**config.mk**
```make
export PLATFORM = sky130hd
export DESIGN_NAME = gray_step_monitor_flat
export DESIGN_NICKNAME = d
export VERILOG_FILES = /design/src/rtl/gray_step_monitor_if.sv /design/src/rtl/gray_step_monitor.sv /design/src/flat_wrapper.sv
export SDC_FILE = /design/constraint.sdc
export NUM_CORES = 1
export LEC_CHECK = 0
export BUFFER_PORTS_ARGS = -buffer_cell sky130_fd_sc_hd__buf_4
export CAP_MARGIN = 25
export CORE_AREA = 2 2 91 93
export DETAILED_ROUTE_END_ITERATION = 8
export DIE_AREA = 0 0 93 95
export GPL_ROUTABILITY_DRIVEN = 0
export PLACE_DENSITY = 0.71
export SLEW_MARGIN = 20
export SYNTH_ARGS = -nofsm -noshare
export SYNTH_HDL_FRONTEND = slang
export SYNTH_SLANG_ARGS = --single-unit
```
**constraint.sdc**
```tcl
create_clock -name clk -period 4.6 [get_ports clk]
set_input_delay 0.69 -clock clk [delete_from_list [all_inputs] [get_ports clk]]
set_output_delay 0.69 -clock clk [all_outputs]
set_load 0.005 [all_outputs]
```
**src/rtl/gray_step_monitor_if.sv**
```systemverilog
// Gray monitor bus: counter-side inputs and decoded/status outputs.
// The master drives samples, the slave is the monitor itself.
interface gray_step_monitor_if #(
    parameter int CBITS = 17,
    parameter int ECW   = 8
);
    logic [CBITS-1:0] gray_in;
    logic             gray_vld;
    logic             clr;
    logic [CBITS-1:0] bin_out;
    logic             bin_vld;
    logic             wrap;
    logic             step_err;
    logic [ECW-1:0]   err_cnt;
    logic             locked;
    logic             fault;

    modport master (
        output gray_in, gray_vld, clr,
        input  bin_out, bin_vld, wrap, step_err,
        input  err_cnt, locked, fault
    );

    modport slave (
        input  gray_in, gray_vld, clr,
        output bin_out, bin_vld, wrap, step_err,
        output err_cnt, locked, fault
    );
endinterface

```
**src/rtl/gray_step_monitor.sv**
```systemverilog
// Registers a Gray count, decodes it to binary and checks for +1 steps.
// Repeated consecutive bad steps latch a fault until clr or reset.
module gray_step_monitor #(
    parameter int CBITS     = 17,
    parameter int ERR_LIMIT = 3,
    parameter int ECW       = 8
) (
    input logic clk,
    input logic rst_n,
    gray_step_monitor_if.slave bus
);
    localparam int CW = $clog2(ERR_LIMIT + 1);

    typedef enum logic [1:0] {
        ACQ   = 2'd0,
        TRACK = 2'd1,
        FAULT = 2'd2
    } state_t;

    state_t           state;
    logic             s1_vld;
    logic [CBITS-1:0] s1_gray;
    logic             s2_vld;
    logic [CBITS-1:0] s2_bin;
    logic [CBITS-1:0] prev;
    logic [CW-1:0]    consec;
    logic [CBITS-1:0] dec;
    logic [CBITS-1:0] nxt;
    logic [CW-1:0]    consec_inc;
    logic             is_step;
    logic             is_hold;

    logic [CBITS-1:0] bin_out;
    logic             bin_vld;
    logic             wrap;
    logic             step_err;
    logic [ECW-1:0]   err_cnt;

    // Each binary bit is the parity of the Gray bits at and above it.
    always_comb begin
        dec = '0;
        for (int i = 0; i < CBITS; i++) begin
            dec[i] = ^(s1_gray >> i);
        end
    end

    assign nxt        = prev + CBITS'(1);
    assign is_step    = (s2_bin == nxt);
    assign is_hold    = (s2_bin == prev);
    assign consec_inc = consec + CW'(1);

    always_ff @(posedge clk or negedge rst_n) begin
        if (!rst_n) begin
            s1_vld   <= 1'b0;
            s1_gray  <= '0;
            s2_vld   <= 1'b0;
            s2_bin   <= '0;
            prev     <= '0;
            consec   <= '0;
            state    <= ACQ;
            bin_out  <= '0;
            bin_vld  <= 1'b0;
            wrap     <= 1'b0;
            step_err <= 1'b0;
            err_cnt  <= '0;
        end else if (bus.clr) begin
            s1_vld   <= 1'b0;
            s2_vld   <= 1'b0;
            bin_vld  <= 1'b0;
            wrap     <= 1'b0;
            step_err <= 1'b0;
            consec   <= '0;
            err_cnt  <= '0;
            state    <= ACQ;
        end else begin
            s1_vld   <= bus.gray_vld;
            s1_gray  <= bus.gray_in;
            s2_vld   <= s1_vld;
            s2_bin   <= dec;
            bin_vld  <= s2_vld;
            wrap     <= 1'b0;
            step_err <= 1'b0;
            if (s2_vld) begin
                bin_out <= s2_bin;
                prev    <= s2_bin;
                unique case (state)
                    ACQ: state <= TRACK;
                    TRACK: begin
                        if (is_step) begin
                            consec <= '0;
                            wrap   <= (prev == '1);
                        end else if (!is_hold) begin
                            step_err <= 1'b1;
                            consec   <= consec_inc;
                            if (err_cnt != '1)
                                err_cnt <= err_cnt + ECW'(1);
                            if (consec_inc == CW'(ERR_LIMIT))
                                state <= FAULT;
                        end
                    end
                    FAULT: state <= FAULT;
                    default: state <= ACQ;
                endcase
            end
        end
    end

    assign bus.bin_out  = bin_out;
    assign bus.bin_vld  = bin_vld;
    assign bus.wrap     = wrap;
    assign bus.step_err = step_err;
    assign bus.err_cnt  = err_cnt;
    assign bus.locked   = (state == TRACK);
    assign bus.fault    = (state == FAULT);
endmodule

```
**src/flat_wrapper.sv**
```systemverilog
// flat-port wrapper written by rule: the top's interface ports become plain ports
module gray_step_monitor_flat 
#(
    parameter int CBITS     = 17,
    parameter int ERR_LIMIT = 3,
    parameter int ECW       = 8
)
  (clk, rst_n, bus_gray_in, bus_gray_vld, bus_clr, bus_bin_out, bus_bin_vld, bus_wrap, bus_step_err, bus_err_cnt, bus_locked, bus_fault);
  gray_step_monitor_if #(.CBITS(CBITS), .ECW(ECW)) bus_i ();
  input logic clk;
  input logic rst_n;
  input wire logic [$bits(bus_i.gray_in)-1:0] bus_gray_in;
  input wire logic [$bits(bus_i.gray_vld)-1:0] bus_gray_vld;
  input wire logic [$bits(bus_i.clr)-1:0] bus_clr;
  output wire logic [$bits(bus_i.bin_out)-1:0] bus_bin_out;
  output wire logic [$bits(bus_i.bin_vld)-1:0] bus_bin_vld;
  output wire logic [$bits(bus_i.wrap)-1:0] bus_wrap;
  output wire logic [$bits(bus_i.step_err)-1:0] bus_step_err;
  output wire logic [$bits(bus_i.err_cnt)-1:0] bus_err_cnt;
  output wire logic [$bits(bus_i.locked)-1:0] bus_locked;
  output wire logic [$bits(bus_i.fault)-1:0] bus_fault;
  assign bus_i.gray_in = bus_gray_in;
  assign bus_i.gray_vld = bus_gray_vld;
  assign bus_i.clr = bus_clr;
  assign bus_bin_out = bus_i.bin_out;
  assign bus_bin_vld = bus_i.bin_vld;
  assign bus_wrap = bus_i.wrap;
  assign bus_step_err = bus_i.step_err;
  assign bus_err_cnt = bus_i.err_cnt;
  assign bus_locked = bus_i.locked;
  assign bus_fault = bus_i.fault;
  gray_step_monitor #(.CBITS(CBITS), .ERR_LIMIT(ERR_LIMIT), .ECW(ECW)) u_core (.clk(clk), .rst_n(rst_n), .bus(bus_i));
endmodule
```
==> flow_metrics.py <==
metrics = {
    "synthesis": {
        "synth_fp_nets": 394,
        "yosysSeqAreaShare_pct": 43.40,
        "yosys.area.top_type": "dfrtp_1",
        "ys_types": 53,
        "syn_inst": 366,
        "ys_seq_elements": 68,
        "yosysTopAreaCellShare_pct": 43.40,
        "avgSynthCellArea_um2": 10.71,
        "synth_warnings": 0,
        "synth_ff_type": "dfrtp_1",
        "synth.cell_area_um2": 3921,
        "synthArstFlopShare_pct": 100.0,
        "synth-edff-count": 0,
        "synth_area_leaders": "dfrtp_1, mux2_2, xnor2_1",
    },
    "floorplan": {
        "core_um2": 7928,
        "die-height_um": 95,
        "start_util_pct": 49.46,
        "rows": 33,
        "io_pins": 51,
        "dieArea_um2": 8835,
        "die_w_um": 93,
    },
    "global_route": {
        "grt_pass1_vias": 2707,
        "grt_antenna_before_repair": 0,
        "grt.overflow.total": 0,
        "grt_usage_pct": 18.34,
        "grt_first_pass_wirelength_um": 12770,
        "grt_start_max_net_pins": 69,
    },
    "detailed_routing": {
        "first_pass_iters": 4,
        "drt_iter0_drc": 183,
        "routedWlPerCell_um": 14.82,
        "drtAntennaViolNets": 0,
        "dr_wl_met2_um": 3570,
        "via_per_inst": 5.431,
        "wirelength_met1_um": 3693,
        "drc": 0,
        "num_vias": 2808,
        "top_layer": "met4",
        "dr_wl_met3_um": 257,
        "wirelength_um": 7662,
    },
    "sta": {
        "timing.hold.ws_ns": 0.4389,
        "tightest_slew_ns": 0.8382,
        "hold_violations": 0,
        "fmax_mhz": 257.5,
        "drv_slew": 0,
        "setup_violations": 0,
        "setup_tns_ns": 0,
        "clock_skew_ns": 0.006516,
        "post-route-period-util_pct": 84.43,
        "grt_setup_unrepaired": "false",
        "slew_headroom_pct": 44.12,
        "setup_slack_ns": 0.7162,
        "period_needed_ns": 3.884,
    },
    "setup_path": {
        "cp.depth": 13,
        "path_max_fanout": 16,
        "crit_slowest_cell": "or4_1",
        "crit_buf_inv": 0,
        "reg2reg_from": "u_core.prev[0]$_DFFE_PN0P_",
        "path_class": "reg2reg",
        "crit_chain": "ha_1 -> nand3_1 -> nor2_1 -> and3_1 -> ha_1 -> xnor2_1 -> nand3_1 -> a2111oi_0 -> nand4_1 -> or4_1 -> a31oi_4 -> or4_1 -> a21oi_1",
        "r2r_cells": 13,
        "startpoint": "u_core.prev[0]$_DFFE_PN0P_",
        "start_kind": "flop",
        "end_kind": "flop",
        "worstPathRequired_ns": 4.80,
        "path_delay_family": "simple AND/OR/NAND/NOR gates",
        "cp.arrival_ns": 4.08,
        "slowest_delay_ns": 0.69,
    },
    "cts": {
        "clock-root-buffer": "clkbuf_8",
        "cts.sinks": 68,
        "post_cts.repair.setup_buffers": 0,
        "cts_tree": "built",
        "clock_latency_ns": 0.34,
        "postCtsHoldBufs": 0,
        "cts-resized-gates": 0,
        "cts_inserted_buffers": 9,
        "cts.path.max_buffers": 2,
        "cts_htree_levels": 3,
        "clk_pin_slew_ns": 0.08,
    },
    "layout": {
        "layout-drive-gt1-share_pct": 29.85,
        "fillerInstances": 684,
        "final_common_cell": "dfrtp_1",
        "mostFrequentLayoutCells": "dfrtp_1, buf_4, mux2_2",
        "area_growth_pct": 16.82,
        "multiInputGateArea_um2": 2086,
        "regArea_um2": 1702,
        "fin_nets": 435,
        "diodes": 0,
    },
    "min_path": {
        "worstHoldPathType": "in2async",
    },
    "power": {
        "power.total_mw": 2.669,
        "leakagePower_nw": 1.927,
        "p_per_area_nw_per_um2": 582.7,
        "ir_worst_vdd_uv": 352.6,
    },
    "flow_run": {
        "maxCapViolations": 0,
    },
    "placed_design": {
        "place_ws_ns": 0.7775,
        "io_buffers": 50,
        "dp_hpwl_um": 5304,
    },
    "run_status": {
        "run_status": "complete, no violations",
    },
}
## worst paths after layout
check / end / slack, ns
setup reg to reg: u_core.bus.err_cnt[7]$_DFFE_PN0P_ / 0.72
max in group asynchronous: u_core.prev[6]$_DFFE_PN0P_ / 3.61
min in group clk: u_core.s2_vld$_DFF_PN0_ / 0.46
hold / removal: u_core.s1_gray[7]$_DFFE_PN0N_ / 0.44
hold reg to reg: u_core.s2_vld$_DFF_PN0_ / 0.46
setup / recovery: u_core.bus.err_cnt[7]$_DFFE_PN0P_ / 0.72
## stage by stage
step | utilization, % | area [um2] | instances
after global routing | 57.78 | 4581 | 517
after CTS | 57.78 | 4581 | 517
final | 57.78 | 4581 | 517
after detailed placement | 54.83 | 4347 | 501
after floorplan | - | 3921 | 366
after global placement | 54.83 | 4347 | 501
## logic make-up after synthesis
logic type | count (synthesis) | synth area share (%)
XOR/XNOR | 52 | 13.94
AO/OA/AOI/OAI | 50 | 8.935
adder cells (fa/ha/maj) | 7 | 2.233
flip-flops | 68 | 43.39
multiplexers | 48 | 13.72
buffers and inverters | 33 | 3.414
AND/OR/NAND/NOR | 108 | 14.36
## power by group
part / switching [mW] / total, mW / internal (mW)
Clock: 0.236 / 0.573 / 0.337
Sequential: 0.262 / 1.02 / 0.757
Combinational: 0.492 / 1.08 / 0.585
Total: 0.991 / 2.67 / 1.68
## worst reg2reg max path: stages, from the launching register on
cell	delay, ns
dfrtp_1	0.45
ha_1	0.24
nand3_1	0.17
nor2_1	0.26
and3_1	0.20
ha_1	0.23
xnor2_1	0.16
nand3_1	0.08
a2111oi_0	0.42
nand4_1	0.15
or4_1	0.69
a31oi_4	0.42
or4_1	0.19
a21oi_1	0.06
## flip-flops by register name, indices dropped and copies added (netlist names)
signal and count:
u_core.bus.bin_vld 1, u_core.s2_vld 1, u_core.s2_bin 17, u_core.state 2, u_core.s1_gray 17, u_core.consec 2, u_core.bus.wrap 1, u_core.bus.step_err 1
u_core.bus.err_cnt 8, u_core.s1_vld 1, u_core.prev 17
## metal layers
metal / GRT usage (%) / vias up
li1: - / 1401
met1: 25.64 / 1334
met2: 28.50 / 57
met3: 2.953 / 16
met4: 7.721 / 0
met5: 0 / -
## synthesized netlist by cell type, drive strengths merged, types with 2 or more instances
| library cell | number |
|---|---|
| a21oi | 10 |
| dfrtp | 68 |
| nand2b | 3 |
| a31oi | 2 |
| nor3b | 2 |
| nand4 | 9 |
| o31ai | 5 |
| inv | 12 |
| and3 | 3 |
| nor4 | 8 |
| nor3 | 5 |
| nand2 | 27 |
| o21ai | 16 |
| nor2b | 3 |
| xnor2 | 30 |
| nor4b | 2 |
| or4 | 6 |
| ha | 7 |
| o21a | 2 |
| a221oi | 3 |
| a31o | 3 |
| nand3 | 16 |
| xor2 | 19 |
| clkbuf | 16 |
| buf | 5 |
| xnor3 | 2 |
| mux2 | 43 |
| mux2i | 5 |
| nor2 | 19 |
## layout make-up
type                            instances  share of cell area [%]
Clock inverter                          5                   1.803
Sequential cell                        68                   37.15
Tap cell                              105                   2.868
Multi-Input combinational cell        265                   45.53
Inverter                               12                  0.9833
Clock buffer                           11                   3.305
Timing Repair Buffer                   51                   8.358
No activity file was read; power rests on OpenSTA's default activity.
